### config.mk
export PLATFORM = sky130hd
export DESIGN_NAME = instruction_fetch
export DESIGN_NICKNAME = d
export VERILOG_FILES = /design/src/rtl/instruction_fetch.sv
export SDC_FILE = /design/constraint.sdc
export NUM_CORES = 1
export LEC_CHECK = 0
export BUFFER_PORTS_ARGS = -buffer_cell sky130_fd_sc_hd__buf_2
export CAP_MARGIN = 20
export CORE_MARGIN = 5
export CORE_UTILIZATION = 40
export CTS_BUF_LIST = sky130_fd_sc_hd__clkbuf_2
export DETAILED_ROUTE_END_ITERATION = 6
export PLACE_DENSITY = 0.75
export SYNTH_ARGS = -nofsm -noshare
export SYNTH_HDL_FRONTEND = slang
export SYNTH_SLANG_ARGS = --single-unit
### constraint.sdc
create_clock -name Clk -period 2.1 [get_ports Clk]
set_clock_uncertainty 0.1 [all_clocks]
set_input_delay 0.315 -clock Clk [delete_from_list [all_inputs] [get_ports Clk]]
set_output_delay 0.315 -clock Clk [all_outputs]
set_load 0.02 [all_outputs]
### src/rtl/instruction_fetch.sv
// Instruction fetch stage: walks a word-addressed PC through instruction memory.
// The stage can hold one returned word while the hazard unit stalls, and it
// accepts branch/jump redirects. Fetched data is presented in the same cycle
// that memory returns it.
module instruction_fetch #(
    parameter logic [31:0] RESET_PC = 32'h00000000
) (
    input  logic        Clk,
    input  logic        Reset,
    input  logic        stall,
    input  logic        branchTaken,
    input  logic [31:0] branchTarget,
    input  logic        jumpTaken,
    input  logic [31:0] jumpTarget,
    output logic        imemReq,
    output logic [31:0] imemAddr,
    input  logic        imemReady,
    input  logic [31:0] imemData,
    output logic [31:0] pcPlusOneOut,
    output logic [31:0] instructionOut,
    output logic        fetchValid,
    output logic        ifidWriteEnable,
    output logic        ifidFlush
);

    typedef enum logic [1:0] {BOOT, FETCH, HOLD} fetchState_t;

    fetchState_t state, stateNext;
    logic [31:0] pc, pcNext, holdReg, holdNext, pcPlusOne, redirectTarget;
    logic        redirect;

    // The adder wraps naturally at 2^32.
    assign pcPlusOne      = pc + 32'd1;
    assign redirect       = branchTaken | jumpTaken;
    // A branch wins when both redirects arrive together.
    assign redirectTarget = branchTaken ? branchTarget : jumpTarget;

    // State, PC and held-word registers with synchronous active-low reset.
    always_ff @(posedge Clk) begin
        if (!Reset) begin
            state   <= BOOT;
            pc      <= RESET_PC;
            holdReg <= 32'h0;
        end else begin
            state   <= stateNext;
            pc      <= pcNext;
            holdReg <= holdNext;
        end
    end

    // Next-state and output decode; redirects win over stall and imemReady.
    always_comb begin
        stateNext       = state;
        pcNext          = pc;
        holdNext        = holdReg;
        imemReq         = 1'b0;
        imemAddr        = pc;
        fetchValid      = 1'b0;
        ifidWriteEnable = 1'b0;
        ifidFlush       = 1'b0;
        instructionOut  = 32'h0;
        pcPlusOneOut    = pcPlusOne;
        if (Reset) begin
            unique case (state)
                BOOT: stateNext = FETCH;
                FETCH: begin
                    imemReq = 1'b1;
                    if (redirect) begin
                        // Any outstanding request is abandoned here.
                        ifidFlush = 1'b1;
                        pcNext    = redirectTarget;
                    end else if (imemReady) begin
                        fetchValid     = 1'b1;
                        instructionOut = imemData;
                        if (!stall) begin
                            ifidWriteEnable = 1'b1;
                            pcNext          = pcPlusOne;
                        end else begin
                            holdNext  = imemData;
                            stateNext = HOLD;
                        end
                    end
                end
                HOLD: begin
                    if (redirect) begin
                        ifidFlush = 1'b1;
                        pcNext    = redirectTarget;
                        holdNext  = 32'h0;
                        stateNext = FETCH;
                    end else begin
                        fetchValid     = 1'b1;
                        instructionOut = holdReg;
                        if (!stall) begin
                            // The held word is consumed; no re-read of memory.
                            ifidWriteEnable = 1'b1;
                            pcNext          = pcPlusOne;
                            stateNext       = FETCH;
                        end
                    end
                end
                default: stateNext = BOOT;
            endcase
        end
    end

endmodule

Word-level counts from Yosys, hierarchy flattened --
Cells that the tools add are included.
Storage, ports and cells: bits in registers 66, bits of input ports 102, output and inout port bits 100
Operators by class: add/sub/neg operators 1, equality and inequality tests 7, multiplexer cells 37, bitwise operators 1, reduce and logical (&&, ||, !) cells 6
Operators by type and width (count):
- 32-bit 2-to-1 mux | 12
- 32-bit case mux with 2 select lines | 3
- 32-bit by 1-bit adder with 32-bit output, second input constant | 1
- 1-bit 2-to-1 mux | 14
- 2-bit 2-to-1 mux | 5
- 4-bit AND reduction | 2
- 2-bit inequality test, second input constant | 3
- 3-bit inequality test, second input constant | 2
- 2-bit case mux with 3 select lines | 1
- 1-bit case mux with 2 select lines | 2
- 2-bit by 1-bit equality test with 1-bit output, second input constant | 1
- 2-bit equality test, second input constant | 1
- 2-bit zero test | 1
- 2-bit AND reduction | 1
- 2-bit nonzero test | 1
- 2-bit OR reduction | 1
- 1-bit bitwise OR | 1

Logic depth before layout (Yosys ltp) --
word-level depth 5, mapped depth 9, gate-level depth less buffers 7

Least setup slack after synthesis --
OpenSTA, ideal clock, no wires.
path kind register to output, from reg pc[0], in the netlist imemAddr[0], to out pcPlusOneOut[20], data arrival time 1.840 ns, data required time 1.685 ns, slack -0.155 ns, stages on the path, launching flop included 6, buffers on the path 0, path through dfxtp_1 ha_1 and3_1 nand4_1 nor3_1 xor2_1
On the way: longest elaborated chain between the ends 1
Ends and longest elaborated chain:
- from (decl) | line 29 | logic [31:0] pc, pcNext, holdReg, holdNext, pcPlusOne, redirectTarget;
- from (signal assigned) | line 46 | pc <= pcNext;
- 32-bit by 1-bit adder with 32-bit output | line 33 | assign pcPlusOne = pc + 32'd1;
- to (decl) | line 19 | output logic [31:0] pcPlusOneOut,
Every way passes these cells.

Final worst setup path --
from reg pc[10], in the netlist imemAddr[10], to out pcPlusOneOut[20]
The elaborated chain is that of the path after synthesis.

==> flow_metrics.env <==
export IMPL_reg2reg_from="state[0]"
export IMPL_timing_critical_path_required_ps=1680
export IMPL_synth_yosys_warnings=0
export IMPL_power_per_cell_area_nw_per_um2=1020
export IMPL_rows=38
export IMPL_drtIter0Drc=1071
export IMPL_final_common_cell="sky130_fd_sc_hd__buf_4"
export IMPL_fraction_of_final_layout_cells_with_drive_strength_greater_than_1=0.586
export IMPL_drv_max_cap_violation_count=0
export IMPL_crit_chain="and4_4, buf_6, nand4_1, nor3_2, xor2_1, buf_4"
export IMPL_power_leakage_nw=3.81
export IMPL_clkSinkCount=66
export IMPL_fin_nets=995
export IMPL_grt_start_max_net_pins=33
export IMPL_ant_nets=0
export IMPL_final_cell_count_no_fill=1035
export IMPL_muxShareOfSynthArea=0.00946
export IMPL_synth_top_family_by_area="compound AO/OA/AOI/OAI gates"
export IMPL_ys_ff_latch=66
export IMPL_die_area_sq_um=13100
export IMPL_floorplan_core_area_sq_um=10700
export IMPL_via_count_of_the_first_global_routing_pass=6466
export IMPL_portBuffers=201
export IMPL_clock_tree_buf_depth=2
export IMPL_yosys_most_used_dff="sky130_fd_sc_hd__dfxtp_1"
export IMPL_setup_repair_after_global_routing_missed_its_margin="true"
export IMPL_critPathLaunchType="flip-flop"
export IMPL_r2r_end="imemAddr[4]"
export IMPL_drc=2
export IMPL_chipWidth_microns=114
export IMPL_crit_slowest_cell="sky130_fd_sc_hd__dfxtp_4"
export IMPL_syn_mean_instance_area_sq_um=8.02
export IMPL_critPathMaxFanout=3
export IMPL_setup_worst_path_start="imemAddr[10]"
export IMPL_critPathArrivalTime_ps=2290
export IMPL_timing_final_crit_share=1.29
export IMPL_worstHoldPathCells=3
export IMPL_report_final_hold_viol_count=0
export IMPL_timing_reg2reg_setup_slack_ps=-260
export IMPL_achievable_frequency_mhz=370
export IMPL_start_util=0.406
export IMPL_drv_slew=0
export IMPL_finalCoreUtilization=0.778
export IMPL_max_stage_delay_ps=430
export IMPL_postSynthCellCount=544
export IMPL_synth_cell_type_count=63
export IMPL_gr_usage_all_layers=0.326
export IMPL_globalRouteMet1Util=0.384
export IMPL_worst_skew_pair_late_latency_ps=570
export IMPL_hold_class="in -> reg"
export IMPL_synthArstFlopShare=0
export IMPL_busiest_layer="met2"
export IMPL_cp_end_kind="output pin"
export IMPL_layout_common_cells="sky130_fd_sc_hd__buf_4, sky130_fd_sc_hd__buf_2, sky130_fd_sc_hd__nor2_1"
export IMPL_cts_max_level=3
export IMPL_syn_num_nets=650
export IMPL_grt_overflow_total=0
export IMPL_synth_adder_area_share=0.0115
export IMPL_grt_util_met3=0.0729
export IMPL_violations="design-rule violations, negative setup slack"
export IMPL_detailed_place_hpwl_mm=12.4
export IMPL_post_layout_total_power_mw=8.54
export IMPL_number_of_enable_flip_flop_cells_after_synthesis=0
export IMPL_vertical_extent_of_the_die_microns=114
export IMPL_setup_slack_ps=-604
export IMPL_top_level_ports=202
export IMPL_finalSetupViolCount=128
export IMPL_ys_seq_area_frac=0.303
export IMPL_route_final_wire_length_mm=26.3
export IMPL_synthesis_area_sq_um=4360
export IMPL_synth_simple_gate_area_frac=0.228
export IMPL_detail_route_wl_per_cell_microns=25.4
export IMPL_route_detailed_vias_per_inst=6.72
export IMPL_rr_worst_depth=10
export IMPL_worst_setup_hold_path_clk_slew_ps=250
export IMPL_maxSlewHeadroom=0.726
export IMPL_finalWeightedCongestion=0.940
export IMPL_outcome="finished, violations left"
export IMPL_area_growth_pct=91.7
export IMPL_number_of_detailed_routing_iterations_run_before_antenna_repair=7
export IMPL_synth_xor_area_share=0.0582
export IMPL_gr_usage_met2=0.547
export IMPL_cts_tree="done"
export IMPL_first_pass_grt_wire_length_mm=33.9
export IMPL_min_to="imemAddr[23]"
export IMPL_placed_cells=904
export IMPL_worst_pin_slew_ps=408
export IMPL_vdd_ir_drop_worst_mv=0.517
export IMPL_fraction_of_the_mapped_netlist_area_in_compound_gates=0.326
export IMPL_hp_start="branchTarget[23]"
export IMPL_root_buffer="sky130_fd_sc_hd__clkbuf_2"
export IMPL_cts_inserted_buffers=9
export IMPL_route_vias_total=6958
export IMPL_antenna_found_initial=1
export IMPL_crit_type="reg -> out"
export IMPL_period_needed_ps=2700
==> per-stage QoR <==
step | setup slack [ps] | hold WS [ps] | instance area [sq um] | TNS [ps]
after floorplan | -21.0 | 343 | 4440 | -32.5
after global placement | 61.3 | 356 | 5980 | 0
after detailed placement | -66.4 | 357 | 5980 | -147
after CTS | -443 | 15.6 | 7910 | -18570
after global routing | -662 | 15.1 | 8360 | -32530
final | -604 | 7.34 | 8360 | -33370
==> cells by family (layout without fill, tap and decap cells) <==
family,after synthesis,in the layout
fa+ha+maj,4,4
buf+inv,62,412
mux,4,4
simple gates,183,183
compound gates,196,196
other cells,0,1
flops,66,66
xor+xnor,29,29
==> worst max path at each step <==
stage                  endpoint  slack, ps  depth (start not counted)
2_1_floorplan  pcPlusOneOut[31]        -20                          5
3_3_place_gp   pcPlusOneOut[28]         60                          7
3_5_place_dp       imemAddr[16]        -70                          7
4_1_cts        pcPlusOneOut[31]       -440                          5
5_1_grt        pcPlusOneOut[31]       -660                          5
6_report       pcPlusOneOut[20]       -600                          6
==> cells in the mapped netlist (all sizes together), types with 4 or more instances <==
cell,number,area share
nor4,4,0.013
clkbuf,23,0.020
o31a,8,0.016
a22o,35,0.070
or3,4,0.0057
nor2b,4,0.0057
xnor2,17,0.034
nor3,14,0.025
o21ai,30,0.034
nand3,20,0.028
inv,9,0.0077
nand4,10,0.019
nand2,40,0.037
dfxtp,66,0.30
nor2,62,0.055
a221o,4,0.0092
ha,4,0.011
a22oi,46,0.079
buf,30,0.037
and3,8,0.011
a31oi,7,0.010
and4,5,0.011
a21oi,27,0.031
xor2,12,0.024
o22ai,5,0.0072
nand2b,4,0.0057
o21a,8,0.014
==> per-layer routing <==
metal	vias up	part of all wire
met1	3197	0.33
met3	263	0.13
met4	0	0.091
met2	765	0.45
li1	2733	-
met5	-	0
==> registers in the layout, indices dropped and copies added (netlist names) <==
signal	count
holdReg	32
imemAddr	32
state	2
==> area by class of cell <==
| class | instances | area (sq um) |
|---|---|---|
| multi-input cells | 416 | 3590 |
| repair buffers | 387 | 3070 |
| fillers | 623 | 2380 |
| flip-flops and latches | 66 | 1370 |
| well taps | 140 | 175 |
| clock inverters | 7 | 68.8 |
| clock buffers | 9 | 45.0 |
| inverters | 9 | 38.8 |
| diodes | 1 | 2.50 |
==> power breakdown <==
group / internal (mW) / total [mW] / switching, mW
logic: 2.39 / 5.45 / 3.06
clock network: 0.270 / 0.866 / 0.597
registers: 1.75 / 2.22 / 0.474
==> worst max-delay path: cells and delay by family, from the launching register on <==
kind	cells	cell delay (ps)
XOR/XNOR	1	230
flip-flops	1	430
buffers and inverters	2	320
AND/OR/NAND/NOR	3	760
==> timing repair <==
action / CTS / global route
endpoints found under the hold margin: 37 / 0
setup buffers: 43 / 33
cloned: 7 / 1
pin swaps: 86 / 68
hold buffers: 39 / 0
gates resized for setup: 225 / 78
endpoints found under the setup margin: 74 / 94
No activity file was read; power rests on OpenSTA's default activity.
